==> config.mk <==
export PLATFORM = sky130hd
export DESIGN_NAME = tone_sequencer
export DESIGN_NICKNAME = d
export VERILOG_FILES = /design/src/rtl/tone_seq_pkg.sv /design/src/rtl/tone_channel.sv /design/src/rtl/tone_sequencer.sv
export SDC_FILE = /design/constraint.sdc
export NUM_CORES = 1
export LEC_CHECK = 0
export CORE_MARGIN = 5
export CORE_UTILIZATION = 50
export CTS_BUF_LIST = sky130_fd_sc_hd__clkbuf_16
export CTS_CLUSTER_SIZE = 20
export DETAILED_ROUTE_END_ITERATION = 10
export PLACE_DENSITY = 0.67
export SYNTH_ARGS = -nofsm -noshare
export SYNTH_HDL_FRONTEND = slang
export SYNTH_SLANG_ARGS = --single-unit
==> constraint.sdc <==
create_clock -name clk -period 7.98 [get_ports clk]
set_clock_uncertainty 0.05 [all_clocks]
set_input_delay 1.197 -clock clk [delete_from_list [all_inputs] [get_ports clk]]
set_output_delay 1.197 -clock clk [all_outputs]
set_load 0.02 [all_outputs]
==> src/rtl/tone_seq_pkg.sv <==
// tone_seq_pkg: register map, STATUS/CTRL bit positions and channel state shared by tone_sequencer.
package tone_seq_pkg;
    localparam logic [1:0] REG_NOTE   = 2'd0;
    localparam logic [1:0] REG_STATUS = 2'd1;
    localparam logic [1:0] REG_CTRL   = 2'd2;
    localparam int ST_BUSY  = 0;
    localparam int ST_FULL  = 1;
    localparam int ST_EMPTY = 2;
    localparam int ST_OVF   = 3;
    localparam int ST_PEND  = 4;
    localparam int ST_LEVEL = 8;
    localparam int CTRL_EN      = 0;
    localparam int CTRL_FLUSH   = 1;
    localparam int CTRL_IRQ_EN  = 2;
    localparam int CTRL_IRQ_CLR = 3;
    typedef enum logic {IDLE, PLAY} ch_state_e;
endpackage

==> src/rtl/tone_channel.sv <==
// tone_channel: one note FIFO feeding a duration prescaler and a half-period divider
// that drives a differential {left,right} buzzer pair.
module tone_channel
    import tone_seq_pkg::*;
#(
    parameter int FIFO_DEPTH = 8,
    parameter int TICK_DIV   = 400_000
) (
    input  logic        clk,
    input  logic        reset,
    input  logic        push_i,
    input  logic [31:0] note_i,
    input  logic        ctrl_we_i,
    input  logic [3:0]  ctrl_i,
    input  logic        status_rd_i,
    output logic [31:0] status_o,
    output logic [31:0] ctrl_o,
    output logic [1:0]  tone_o,
    output logic        irq_o
);
    localparam int AW = $clog2(FIFO_DEPTH);
    localparam int LW = AW + 1;
    localparam int TW = $clog2(TICK_DIV + 1);

    logic [31:0]   mem_q [FIFO_DEPTH];
    logic [AW-1:0] rptr_q, rptr_d, wptr_q, wptr_d;
    logic [LW-1:0] level_q, level_d;
    ch_state_e     state_q, state_d;
    logic [15:0]   freq_q, freq_d, dur_q, dur_d, dur_cnt_q, dur_cnt_d, half_q, half_d;
    logic [TW-1:0] tick_q, tick_d;
    logic          phase_q, phase_d, enable_q, enable_d, irq_en_q, irq_en_d;
    logic          ovf_q, ovf_d, pend_q, pend_d;
    logic [1:0]    tone_q, tone_d;
    logic          flush, empty, full, pop, push_ok, note_end, tick_wrap;
    logic [31:0]   head;

    assign head      = mem_q[rptr_q];
    assign empty     = level_q == '0;
    assign full      = level_q == LW'(FIFO_DEPTH);
    assign flush     = ctrl_we_i && ctrl_i[CTRL_FLUSH];
    assign tick_wrap = tick_q == TW'(TICK_DIV - 1);
    assign note_end  = tick_wrap && dur_cnt_q == dur_q - 16'd1;

    always_comb begin
        state_d   = state_q;
        freq_d    = freq_q;
        dur_d     = dur_q;
        dur_cnt_d = dur_cnt_q;
        half_d    = half_q;
        tick_d    = tick_q;
        phase_d   = phase_q;
        enable_d  = ctrl_we_i ? ctrl_i[CTRL_EN] : enable_q;
        irq_en_d  = ctrl_we_i ? ctrl_i[CTRL_IRQ_EN] : irq_en_q;
        pend_d    = pend_q && !(ctrl_we_i && ctrl_i[CTRL_IRQ_CLR]);
        pop       = 1'b0;
        if (state_q == IDLE || (enable_q && note_end)) begin
            pop = enable_q && !empty;
            if (pop) begin
                state_d   = PLAY;
                freq_d    = head[31:16];
                dur_d     = head[15:0];
                dur_cnt_d = '0;
                half_d    = '0;
                tick_d    = '0;
                phase_d   = 1'b1;
            end else if (state_q == PLAY) begin
                state_d = IDLE;
                pend_d  = 1'b1;
            end
        end else if (enable_q) begin
            tick_d    = tick_wrap ? '0 : tick_q + TW'(1);
            dur_cnt_d = tick_wrap ? dur_cnt_q + 16'd1 : dur_cnt_q;
            half_d    = (half_q == freq_q) ? '0 : half_q + 16'd1;
            phase_d   = (half_q == freq_q) ? !phase_q : phase_q;
        end
        // a flush abandons the note silently: no pop, no pending from a same-cycle note end
        if (flush) begin
            state_d = IDLE;
            pop     = 1'b0;
            pend_d  = pend_q && !ctrl_i[CTRL_IRQ_CLR];
        end
        push_ok = push_i && !flush && note_i[15:0] != '0 && (!full || pop);
        ovf_d   = (ovf_q && !status_rd_i) || (push_i && !flush && note_i[15:0] != '0 && full && !pop);
        rptr_d  = flush ? '0 : rptr_q + AW'(pop);
        wptr_d  = flush ? '0 : wptr_q + AW'(push_ok);
        level_d = flush ? '0 : level_q + LW'(push_ok) - LW'(pop);
        tone_d  = (state_d == PLAY && enable_d && freq_d != '0) ? (phase_d ? 2'b10 : 2'b01) : 2'b00;
    end

    always_ff @(posedge clk) begin
        if (reset) begin
            state_q   <= IDLE;
            rptr_q    <= '0;
            wptr_q    <= '0;
            level_q   <= '0;
            freq_q    <= '0;
            dur_q     <= '0;
            dur_cnt_q <= '0;
            half_q    <= '0;
            tick_q    <= '0;
            phase_q   <= 1'b0;
            enable_q  <= 1'b0;
            irq_en_q  <= 1'b0;
            ovf_q     <= 1'b0;
            pend_q    <= 1'b0;
            tone_q    <= 2'b00;
        end else begin
            state_q   <= state_d;
            rptr_q    <= rptr_d;
            wptr_q    <= wptr_d;
            level_q   <= level_d;
            freq_q    <= freq_d;
            dur_q     <= dur_d;
            dur_cnt_q <= dur_cnt_d;
            half_q    <= half_d;
            tick_q    <= tick_d;
            phase_q   <= phase_d;
            enable_q  <= enable_d;
            irq_en_q  <= irq_en_d;
            ovf_q     <= ovf_d;
            pend_q    <= pend_d;
            tone_q    <= tone_d;
        end
    end

    always_ff @(posedge clk) begin
        if (push_ok) mem_q[wptr_q] <= note_i;
    end

    always_comb begin
        status_o                  = '0;
        status_o[ST_BUSY]         = state_q == PLAY;
        status_o[ST_FULL]         = full;
        status_o[ST_EMPTY]        = empty;
        status_o[ST_OVF]          = ovf_q;
        status_o[ST_PEND]         = pend_q;
        status_o[ST_LEVEL +: 7]   = 7'(level_q);
        ctrl_o                    = '0;
        ctrl_o[CTRL_EN]           = enable_q;
        ctrl_o[CTRL_IRQ_EN]       = irq_en_q;
    end

    assign tone_o = tone_q;
    assign irq_o  = pend_q && irq_en_q;
endmodule

==> src/rtl/tone_sequencer.sv <==
// tone_sequencer: bus front end for N_CH tone channels -- address decode, registered
// read mux and registered interrupt OR.
module tone_sequencer
    import tone_seq_pkg::*;
#(
    parameter int N_CH       = 2,
    parameter int FIFO_DEPTH = 8,
    parameter int TICK_DIV   = 400_000
) (
    input  logic              clk,
    input  logic              reset,
    input  logic              cs_i,
    input  logic              read_i,
    input  logic              write_i,
    input  logic [7:0]        address_i,
    input  logic [31:0]       data_in,
    output logic [31:0]       data_out,
    output logic [2*N_CH-1:0] tone_o,
    output logic              irq_o
);
    logic [31:0]     status [N_CH];
    logic [31:0]     ctrl [N_CH];
    logic [N_CH-1:0] irq_vec;
    logic [31:0]     rdata, data_out_q, data_out_d;
    logic            irq_q, irq_d, wr, rd, unused_addr;
    logic [3:0]      ch_sel;
    logic [1:0]      reg_sel;

    assign ch_sel      = address_i[7:4];
    assign reg_sel     = address_i[3:2];
    assign wr          = cs_i && write_i;
    assign rd          = cs_i && read_i;
    assign unused_addr = ^address_i[1:0];

    for (genvar i = 0; i < N_CH; i++) begin : g_ch
        tone_channel #(.FIFO_DEPTH(FIFO_DEPTH), .TICK_DIV(TICK_DIV)) u_ch (
            .clk        (clk),
            .reset      (reset),
            .push_i     (wr && ch_sel == 4'(i) && reg_sel == REG_NOTE),
            .note_i     (data_in),
            .ctrl_we_i  (wr && ch_sel == 4'(i) && reg_sel == REG_CTRL),
            .ctrl_i     (data_in[3:0]),
            .status_rd_i(rd && ch_sel == 4'(i) && reg_sel == REG_STATUS),
            .status_o   (status[i]),
            .ctrl_o     (ctrl[i]),
            .tone_o     (tone_o[2*i +: 2]),
            .irq_o      (irq_vec[i])
        );
    end

    always_comb begin
        rdata = '0;
        for (int j = 0; j < N_CH; j++)
            if (ch_sel == 4'(j)) rdata = reg_sel == REG_STATUS ? status[j] : reg_sel == REG_CTRL ? ctrl[j] : '0;
        data_out_d = rd ? rdata : data_out_q;
        irq_d      = |irq_vec;
    end

    always_ff @(posedge clk) begin
        if (reset) begin
            data_out_q <= '0;
            irq_q      <= 1'b0;
        end else begin
            data_out_q <= data_out_d;
            irq_q      <= irq_d;
        end
    end

    assign data_out = data_out_q;
    assign irq_o    = irq_q;
endmodule
Word level (Yosys, flattened, before mapping)
Memories as Yosys holds them, arrays and structs flattened. A register that Yosys moved wholly into a read port is not among the register bits.
Cells that the tools add are included.
W data, S select, Z words.

cells by class
  mux-type cells = 68
  divide/modulo/power cells = 0
  bitwise gates (word level) = 4
  equal/unequal tests = 13
  add/subtract/negate cells = 16
  reductions and logical operators = 87
  magnitude comparators = 0
  shifts and indexed selects = 0
  $mul = 0

operators with widths
  cell                     count
  $mux W16                 18
  $mux W19                 8
  $add A16 B1 Y16 const B  4
  $eq A16 B16 Y1           4
  $reduce_bool A16 Y1      3
  $logic_and A1 B1 Y1      44
  $add A19 B1 Y19 const B  2
  $eq A19 B19 Y1 const B   2
  $mux W12                 3
  $mux W1                  32
  $mux W32                 1
  $sub A16 B1 Y16 const B  2
  $logic_not A1 Y1         15
  $add A3 B1 Y3            4
  $logic_not A4 Y1         3
  $mux W3                  4
  $reduce_or A2 Y1         5
  $add A4 B1 Y4            2
  $eq A4 B4 Y1 const B     2
  $reduce_and A2 Y1        4
  $reduce_bool A2 Y1       4
  $sub A4 B1 Y4            2
  $logic_or A1 B1 Y1       6
  $reduce_and A3 Y1        2
  7 further kinds          12

storage, ports and cells
  bits in writable memories = 512
  word-level logic and storage cells = 222
  memories kept = 2
  bits of input ports = 45
  output and inout bits = 37
  bits in latches = 0
  register bits = 235
  ROM bits = 0

memory list
  memory              depth  bits a word  read ports  clocked after Yosys merged registers in  write ports  RTL line            text
  g_ch[0].u_ch.mem_q  8      32           1           1                                        1            tone_channel.sv:25  logic [31:0] mem_q [FIFO_DEPTH];
  g_ch[1].u_ch.mem_q  8      32           1           1                                        1            tone_channel.sv:25

Longest topological paths before layout
  depth in word-level cells = 11
  gate-level depth with buffers = 18
  gate-level depth less buffers = 15

Cells and area by module
Synthesis repeated with hierarchy kept, for this count alone.

second synthesis, totals
  cell total of the unflattened synthesis = 2455
  area, all modules = 33300.7 µm²

by module, submodules not included
  module                        instances  sequential area each (µm²)  area each (µm²)  cells an instance
  tone_channel at g_ch[1].u_ch  1          9709.3                      15780.1          1150
  tone_channel at g_ch[0].u_ch  1          9709.3                      15503.6          1100
  tone_sequencer                1          660.6                       2016.9           205

Worst setup path before layout
No wires, ideal clock.

  path kind = register to register
  from = register g_ch[1].u_ch.dur_q[0]
  to = memory g_ch[1].u_ch.mem_q[2][0], enable pin
  data arrival time = 6.093 ns
  stages on the path, launching flop included = 13
  path slack = 1.324 ns
  library setup time = 0.513 ns
  path through = dfxtp_1 > clkbuf_1 > inv_1 > ha_1 > buf_2 > or4b_1 > nor4_1 > nand2_1 > a211oi_2 > a41oi_2 > nor2_1 > o21ai_1 > nor4b_1

between the ends
  longest elaborated chain between the ends = 11

RTL lines
  what                           RTL line             text
  start, declared                tone_channel.sv:29   logic [15:0] freq_q, freq_d, dur_q, dur_d, dur_cnt_q, dur_cnt_d, half_q, half_d;
  start signal, assigned         tone_channel.sv:113  dur_q <= dur_d;
  $sub A16 B1 Y16                tone_channel.sv:42   assign note_end = tick_wrap && dur_cnt_q == dur_q - 16'd1;
  $eq A16 B16 Y1                 tone_channel.sv:42
  $logic_and A1 B1 Y1            tone_channel.sv:42
  $logic_and A1 B1 Y1            tone_channel.sv:56   if (state_q == IDLE || (enable_q && note_end)) begin
  $logic_or A1 B1 Y1             tone_channel.sv:56
  $mux W1                        tone_channel.sv:56
  $mux W1                        tone_channel.sv:77   if (flush) begin
  $logic_or A1 B1 Y1             tone_channel.sv:82   push_ok = push_i && !flush && note_i[15:0] != '0 && (!full || pop);
  $logic_and A1 B1 Y1            tone_channel.sv:82
  $mux W1                        tone_channel.sv:127  if (push_ok) mem_q[wptr_q] <= note_i;
  $mux W1 (implied by the code)  tone_channel.sv:127
  end, declared                  tone_channel.sv:25

No other way between the ends.

Worst setup path in the final report
  from = register g_ch[1].u_ch.dur_q[0]
  to = memory g_ch[1].u_ch.mem_q[3][13], enable pin

Same word-level chain as after synthesis.

==> impl_metrics.yaml <==
global_routing:
  grt_usage: 0.200
  grt_start_max_net_pins: 92
  grt_pass1_wl_mm: 104
  antenna_found_initial: 3
  overflow: 0
  grt_pass1_vias: 17613
flow_run:
  drv_cap: 0
cts:
  cts_buffers: 75
  cts_buffer_depth: 3
  cts_tree: "done"
  post_cts_resized: 0
  clock-root-buffer: "clkbuf_16"
  clock_sink_count: 724
  clkLatencyLatePin_ps: 610
  holdBufCountCts: 0
  clkTransAtPathRegs_ps: 60
  htree_levels: 3
  post_cts_buffers: 0
final_layout:
  finish.instance_area_um2: 34100
  antenna_cells: 0
  final_nets: 2241
  layout-drive-gt1-share: 0.142
  final_common_cell: "edfxtp_1"
  final_cell_mix: "edfxtp_1, dfxtp_1, nor2_1"
  area_growth_pct: 12.1
drt:
  drt-wirelength-per-cell_um: 22.4
  first_pass_iters: 8
  vias: 18149
  final_antenna_net_count: 0
  drt_iter0_markers: 1894
  drcViolationCount: 0
  drt-total-wl_mm: 67.3
  vias_per_cell: 6.03
power_and_ir_drop:
  ir_drop_mv: 0.138
  power_frac_clock: 0.445
  p_per_area_nw_per_um2: 218
  swShare: 0.202
  p_switching_uw: 1500
  intPower_uw: 5940
  pwr-share-comb: 0.015
  sequentialPowerShare: 0.540
  cellLeakagePower_uw: 0.0109
  p_total_uw: 7440
synthesis:
  synth_cell_types: 84
  synth_ff_type: "edfxtp_1"
  synth_edf_count: 512
  synth_area_leaders: "edfxtp_1, dfxtp_1, mux4_2, mux2i_1, nor2_1"
  synth_area_um2: 30500
  synth_top_area_cell: "edfxtp_1"
  ys_seq_area_frac: 0.644
  avgSynthCellArea_um2: 14.5
  synth_top_area_share: 0.505
  async_reset_ff_frac: 0
  syn_inst: 2106
  yosys_warnings: 0
  ys_ff_latch: 724
place:
  dp_slack_ps: 2410
  hpwl_mm: 41.3
  place.gp.congestion: 0.829
  io_buffers: 56
  placed_cell_area_um2: 31800
sta:
  final.setup.tns_ps: 0
  worstMarginPinSlew_ps: 1220
  period_needed_ps: 5630
  relSlewSlack: 0.189
  fmax_ghz: 0.178
  rsz0062_at_grt: "no"
  slew_violations: 0
  setup_viol_count_final: 0
  setup_ws_ps: 2350
  post-route-period-util: 0.706
  fin_hold_ws_ps: 410
  hold_viol_final: 0
floorplan:
  die_x_um: 257
  coreArea_um2: 60400
  dieHeight_um: 257
  dieArea_um2: 66000
  ios: 82
  placementRows: 90
  initial_core_util: 0.505
critical_path:
  path_delay_family: "simple AND/OR/NAND/NOR gates"
  r2r_start: "g_ch[1].u_ch.dur_q[0]$_SDFFE_PP0N_"
  path_buf_inv: 3
  regToRegEndpoint: "g_ch[1].u_ch.mem_q[3][13]$_DFFE_PP_"
  critical-path-max-stage-delay_ps: 1010
  reg2reg_depth: 12
  critPathKind: "flip-flop to flip-flop"
  crit_arrival_ps: 5780
  crit_end: "g_ch[1].u_ch.mem_q[3][13]$_DFFE_PP_"
  cp-end-kind: "flip-flop"
  startpoint: "g_ch[1].u_ch.dur_q[0]$_SDFFE_PP0N_"
  worst-path-stages: 12
  r2r_setup_slack_ps: 2350
  cp_cell_sequence: "inv_1 > ha_1 > or4b_1 > nor4_1 > nand2_1 > a211oi_2 > a41oi_2 > nor2_4 > buf_4 > o21ai_1 > inv_1 > and4b_2"
  startpoint_type: "flip-flop"
  cp_max_fo: 66
  path_common_cell: "inv_1"
  worstPathRequired_ps: 8130
  cp_slowest_cell: "and4b_2"
worst_hold_path:
  hold_path_class: "flip-flop to flip-flop"
status:
  status: "complete, no violations"
-- final cells by class --
type | count | area, um^2
fillers | 4641 | 26200
flip-flops and latches | 724 | 19600
multi-input cells | 1241 | 10300
clock buffers | 76 | 1900
well taps | 782 | 978
repair buffers | 90 | 813
clock inverters | 61 | 423
inverters | 37 | 139
-- kinds of logic after synthesis --
family	count (synthesis)	synth area share
AOI/OAI and AO/OA	301	0.0690
xor gates and xnor gates	105	0.0302
adders and majority gates	27	0.0116
buffers and inverters	163	0.0258
DFF	724	0.644
muxes	204	0.120
other	1	0.000123
and+or+nand+nor	581	0.0999
-- layer usage --
layer  wire length (um)  up-vias  global-route usage
met1              29500     9140               0.287
met2              31700      583               0.318
met4               1690        4              0.0617
met3               4410      115              0.0352
li1                   -     8307                   -
met5                 24        -                   0
-- cells in the mapped netlist (4+ instances only) --
cell type / n
xnor2_1: 51
nor4_1: 41
nor4b_1: 7
and4_1: 4
o21ba_2: 4
o21ai_1: 6
nor3_1: 27
inv_1: 37
nand4_1: 27
a211oi_1: 67
xor2_1: 54
nor2_1: 169
and2_1: 18
dfxtp_1: 212
buf_2: 23
o22ai_1: 5
or3_1: 30
mux2i_1: 75
buf_6: 6
buf_1: 19
clkbuf_1: 51
o211ai_1: 10
nand2_1: 77
o21a_1: 9
a21oi_1: 75
ha_1: 25
a22oi_1: 5
edfxtp_1: 512
mux4_2: 128
o2111ai_1: 10
a21o_1: 6
nor2b_1: 8
and3_1: 35
or2_2: 7
buf_4: 27
a222oi_1: 6
nand3b_1: 9
o21ai_0: 42
nand3_1: 68
or4_1: 24
nand2b_1: 10
o31ai_1: 15
-- per-stage QoR --
stage | instances | utilization
floorplan | 2128 | -
global placement | 2874 | 0.527
detailed placement | 2874 | 0.527
CTS | 3011 | 0.566
global route | 3011 | 0.566
finish | 3011 | 0.566
-- worst min-delay path by stage --
stage	startpoint	to	cells after the start
floorplan	g_ch[1].u_ch.tick_q[18]$_SDFFE_PP0P_	g_ch[1].u_ch.tick_q[18]$_SDFFE_PP0P_	2
global placement	data_out[1]$_SDFFE_PP0P_	data_out[1]$_SDFFE_PP0P_	2
detailed placement	data_out[1]$_SDFFE_PP0P_	data_out[1]$_SDFFE_PP0P_	2
CTS	data_out[1]$_SDFFE_PP0P_	data_out[1]$_SDFFE_PP0P_	2
global route	g_ch[1].u_ch.tick_q[18]$_SDFFE_PP0P_	g_ch[1].u_ch.tick_q[18]$_SDFFE_PP0P_	2
finish	data_out[1]$_SDFFE_PP0P_	data_out[1]$_SDFFE_PP0P_	2
-- tightest hold or removal path, delay by kind of cell, from the launching register on --
family	cells	cell delay, ps
simple gates	1	50
compound gates	1	50
flops	1	310
-- power by group through the flow --
stage,clock network (uW),logic [uW],registers [uW]
finish,3310,108,4020
global route,3530,116,4020
CTS,3380,108,4020
detailed placement,0,109,4100
global placement,0,103,4100
floorplan,0,42.0,4100
-- state kept, by name (all words and copies together) (netlist names), 4 cells and up --
signal,flops
g_ch.u_ch.mem_q,512
g_ch.u_ch.tick_q,38
g_ch.u_ch.dur_cnt_q,32
g_ch.u_ch.dur_q,32
g_ch.u_ch.freq_q,32
g_ch.u_ch.half_q,32
data_out,9
g_ch.u_ch.level_q,8
g_ch.u_ch.rptr_q,6
g_ch.u_ch.wptr_q,6
g_ch.u_ch.tone_o,4
No activity file was read; power rests on OpenSTA's default activity.
